[src/rtl/nand4_exerciser.sv]
// Stimulus/response checker for a 4-input NAND gate: walks all 16 input
// vectors on start, compares X_in against ~&vec and reports errors.
module nand4_exerciser #(
  parameter int SETTLE_CYCLES = 2,
  parameter int WAIT_W        = 8
) (
  input  logic       clk,
  input  logic       rst_n,
  input  logic       start,
  input  logic       X_in,
  output logic       A,
  output logic       B,
  output logic       C,
  output logic       D,
  output logic       busy,
  output logic       done,
  output logic       pass,
  output logic [4:0] err_count,
  output logic       fail_valid,
  output logic [3:0] fail_vec
);

  // start is a level request, not a valid/ready pair: it is accepted on any
  // rising edge where the FSM is in IDLE and dropped otherwise (never queued).

  localparam logic [1:0] S_IDLE   = 2'd0;
  localparam logic [1:0] S_SETTLE = 2'd1;
  localparam logic [1:0] S_SAMPLE = 2'd2;
  localparam logic [1:0] S_DONE   = 2'd3;

  localparam logic [WAIT_W-1:0] WAIT_LAST = WAIT_W'(SETTLE_CYCLES - 1);

  logic [1:0]        state;
  logic [3:0]        vec;
  logic [3:0]        drive;
  logic [WAIT_W-1:0] wait_cnt;
  logic              expected;
  logic              mismatch;

  // Gate pins come straight from a register so they never glitch.
  assign {A, B, C, D} = drive;

  assign expected = ~&vec;
  assign mismatch = (X_in != expected);

  always_ff @(posedge clk) begin
    if (!rst_n) begin
      state      <= S_IDLE;
      vec        <= 4'd0;
      drive      <= 4'd0;
      wait_cnt   <= '0;
      busy       <= 1'b0;
      done       <= 1'b0;
      pass       <= 1'b0;
      err_count  <= 5'd0;
      fail_valid <= 1'b0;
      fail_vec   <= 4'd0;
    end else begin
      case (state)
        S_IDLE: begin
          if (start) begin
            vec        <= 4'd0;
            drive      <= 4'd0;
            wait_cnt   <= '0;
            err_count  <= 5'd0;
            fail_valid <= 1'b0;
            fail_vec   <= 4'd0;
            done       <= 1'b0;
            pass       <= 1'b0;
            busy       <= 1'b1;
            state      <= S_SETTLE;
          end
        end
        S_SETTLE: begin
          if (wait_cnt == WAIT_LAST) begin
            state <= S_SAMPLE;
          end else begin
            wait_cnt <= wait_cnt + 1'b1;
          end
        end
        S_SAMPLE: begin
          if (mismatch) begin
            err_count <= err_count + 5'd1;
            if (!fail_valid) begin
              fail_vec   <= vec;
              fail_valid <= 1'b1;
            end
          end
          if (vec == 4'd15) begin
            state <= S_DONE;
          end else begin
            // drive tracks vec so the next vector appears on the pins now
            vec      <= vec + 4'd1;
            drive    <= vec + 4'd1;
            wait_cnt <= '0;
            state    <= S_SETTLE;
          end
        end
        S_DONE: begin
          busy  <= 1'b0;
          done  <= 1'b1;
          pass  <= (err_count == 5'd0);
          state <= S_IDLE;
        end
        default: state <= S_IDLE;
      endcase
    end
  end

endmodule

[config.mk]
export PLATFORM = sky130hd
export DESIGN_NAME = nand4_exerciser
export DESIGN_NICKNAME = d
export VERILOG_FILES = /design/src/rtl/nand4_exerciser.sv
export SDC_FILE = /design/constraint.sdc
export NUM_CORES = 1
export LEC_CHECK = 0
export ABC_CLOCK_PERIOD_IN_PS = 1300
export BUFFER_PORTS_ARGS = -buffer_cell sky130_fd_sc_hd__buf_4
export CAP_MARGIN = 20
export CORE_ASPECT_RATIO = 0.7
export CORE_MARGIN = 1.5
export CORE_UTILIZATION = 25
export CTS_BUF_LIST = sky130_fd_sc_hd__clkbuf_4
export CTS_CLUSTER_DIAMETER = 120
export DETAILED_ROUTE_END_ITERATION = 7
export SLEW_MARGIN = 15
export SYNTH_ARGS = -nofsm -noshare
export SYNTH_HDL_FRONTEND = slang
export SYNTH_SLANG_ARGS = --single-unit
[constraint.sdc]
create_clock -name clk -period 1.3 [get_ports clk]
set_input_delay 0.13 -clock clk [delete_from_list [all_inputs] [get_ports clk]]
set_output_delay 0.13 -clock clk [all_outputs]
set_load 0.01 [all_outputs]
==> results_dict.tcl <==
set metrics [dict create \
    vias 1400 \
    drc 0 \
    clkLatencyLatePin_ns 0.34 \
    grt-ovfl-total 0 \
    synthTopCellsByArea "dfxtp_1 39%, nand2_1 5.6%, ha_1 4.5%" \
    yosysSeqAreaShare_pct 38.6 \
    syn_inst 161 \
    hold_depth 2 \
    synth_ff_type "dfxtp_1" \
    synth_edf_count 0 \
    violations "setup timing" \
    final_net_count 229 \
    wl_per_cell_um 13.3 \
    critical-path-top-delay-family "simple AND/OR/NAND/NOR gates" \
    start_util_pct 26.4 \
    gp_congestion 0.788 \
    postRouteAntennaNets 0 \
    crit_arrival_ns 1.71 \
    syn_area_per_cell_um2 8.70 \
    power_mw 1.69 \
    final_hold_viol_count 0 \
    die_area_um2 6070 \
    cts_sinks 27 \
    crit_fanout 4 \
    dp_hpwl_um 2810 \
    synth_top_cell_by_area "dfxtp_1" \
    drv_slew 0 \
    fin_area_um2 2160 \
    worstPathRequired_ns 1.57 \
    place_area_um2 1920 \
    syn_nets 170 \
    met1_length_um 1960 \
    synth_top_area_share_pct 38.6 \
    hold_class "input pin to register" \
    final-seq-area_um2 554 \
    grt_pass1_wl_um 6310 \
    grtUsageTotal_pct 13.4 \
    fin_ws_ns -0.147 \
    synthArstFlopShare_pct 0 \
    rr_endpoint "fail_vec[0]" \
    cts_tree "yes" \
    multi_input_area_um2 988 \
    area_delta_synth_final_pct 54.4 \
    clkTransAtPathRegs_ns 0.16 \
    port_buffers 20 \
    end_kind "register" \
    hp-start "rst_n" \
    cp_slowest_cell "dfxtp_4" \
    finalNonFillerCells 291 \
    whs_ns 0.0528 \
    worstSetupPathType "register to register" \
    cts-hold-fix-buffers 0 \
    syn-cell-area_um2 1400 \
    reg2regPathDepth 5 \
    rsz0062_at_grt "yes" \
    critPathLaunch "drive[1]" \
    skew_ns 0.0143 \
    regToRegStartpoint "drive[1]" \
    fin_crit_ns 1.45 \
    placedCellCount 282 \
    die_x_um 92.5 \
    fillers 509 \
    vias_per_cell 4.81 \
    cts_buffer_depth 2 \
    detail_route.wirelength_um 3860 \
    io_pins 21 \
    relSlewSlack_pct 79.7 \
    synth_cell_types 46 \
    worst_pin_slew_ns 0.305 \
    peakVddDrop_mv 0.397 \
    root_buffer "clkbuf_4" \
    regToRegSetupSlack_ns -0.15 \
    whs_endpoint "busy" \
    setup_tns_ns -1.54 \
    p_per_area_nw_per_um2 780 \
    outcome "complete, but fails checks" \
    drt_iter0_drc 95 \
    cts_made_buffers 3 \
    drive_gt1_share_pct 49.8 \
    rows 22 \
    worst-path-buf-inv 0 \
    die_y_um 65.6 \
    routed.top_layer "met4" \
    period_share_pct 111 \
    dr.pass1.iters 4 \
    p_leak_nw 0.837 \
    postLayoutCoreUtil_pct 40.7 \
    wl_met3_um 289 \
    max_freq_mhz 691 \
    worstSetupStartpointType "register" \
    setup_viol_count_final 20 \
    path_cells "ha_4, and3_4, xor2_4, nor3_4, mux2i_1" \
    ys_ff_latch 27 \
    core_um2 5310 \
    cap_violations 0 \
    cts_htree_levels 1 \
    antenna_found_initial 0 \
    met2_wirelength_um 1590 \
    pre_cts_slack_ns -0.177 \
    grt_start_max_net_pins 16 \
    slowest_delay_ns 0.38 \
    yosys_warnings 0 \
    diodes 0 \
    grt_pass1_vias 1280 \
]
-- worst reg2reg max path: stages (launching register included) --
cell and delay [ns]:
dfxtp_4 0.38, ha_4 0.16, and3_4 0.21, xor2_4 0.17, nor3_4 0.24, mux2i_1 0.23
-- what timing repair did --
| action | CTS | global route |
|---|---|---|
| endpoints found under the setup margin | 22 | 23 |
| buffers inserted | 1 | 4 |
| gates resized for setup | 21 | 24 |
| pin swaps | 10 | 14 |
-- placed cells by master, fill, tap and decap left out, types with 2 or more instances in the layout --
cell      count
a21oi_1       8
inv_1         5
clkbuf_4      3
o21ai_1       2
and3_1        2
o22ai_2       3
dfxtp_1      20
nand4_1       2
buf_4        54
nand2_1      19
o211ai_1      4
buf_6         6
nand2b_1      2
xor2_1        2
o21ai_2       2
nor3_2        4
dfxtp_4       2
inv_2         3
o22ai_1       2
o21ai_0       2
nor2_1       10
nand3_1      10
mux2i_1       5
ha_4          3
dfxtp_2       5
-- how the worst max path moves through the flow --
stage,end,depth (start not counted)
after CTS,fail_vec[0],5
final,fail_vec[0],5
after global routing,fail_vec[1],5
after floorplan,fail_vec[0],6
after detailed placement,fail_vec[0],5
after global placement,fail_vec[0],5
-- per-layer routing --
layer,vias up,global-route usage [%]
li1,700,-
met1,645,19.5
met2,53,20.0
met3,2,3.24
met4,0,2.50
met5,-,0
-- cell usage after synthesis (all sizes together), types with 3 or more instances --
master / count
dfxtp: 27
nand2: 22
nor2: 12
nand3: 11
a21oi: 10
inv: 8
buf: 6
nor3: 6
o21ai: 6
ha: 5
mux2i: 5
o22ai: 5
and3: 4
o211ai: 4
nand2b: 3
xor2: 3
-- area by class of cell --
| cell class | instances | share of cell area, % |
|---|---|---|
| multi-input combinational | 120 | 45.7 |
| sequential | 27 | 25.6 |
| timing repair buffer | 60 | 21.9 |
| tap | 72 | 4.16 |
| inverter | 8 | 1.39 |
| clock buffer | 3 | 1.04 |
| clock inverter | 1 | 0.231 |
-- flip-flops by register name (all words and copies together), names as in the netlist --
register,flops
wait_cnt,8
err_count,5
state,2
pass,1
drive,4
fail_vec,4
busy,1
done,1
fail_valid,1
-- logic make-up after synthesis --
logic type | Yosys count | synth area share [%]
and+or+nand+nor | 67 | 25.1
AOI/OAI and AO/OA | 38 | 17.7
DFF | 27 | 38.6
buffers and inverters | 14 | 4.82
xor gates and xnor gates | 5 | 5.80
muxes | 5 | 3.57
adders and majority gates | 5 | 4.46
-- report_power, final --
group | total (mW) | internal [mW] | switching (mW)
Clock | 0.384 | 0.116 | 0.268
Combinational | 0.439 | 0.209 | 0.230
Sequential | 0.865 | 0.848 | 0.0170
Power figures use the tool's default switching activity.
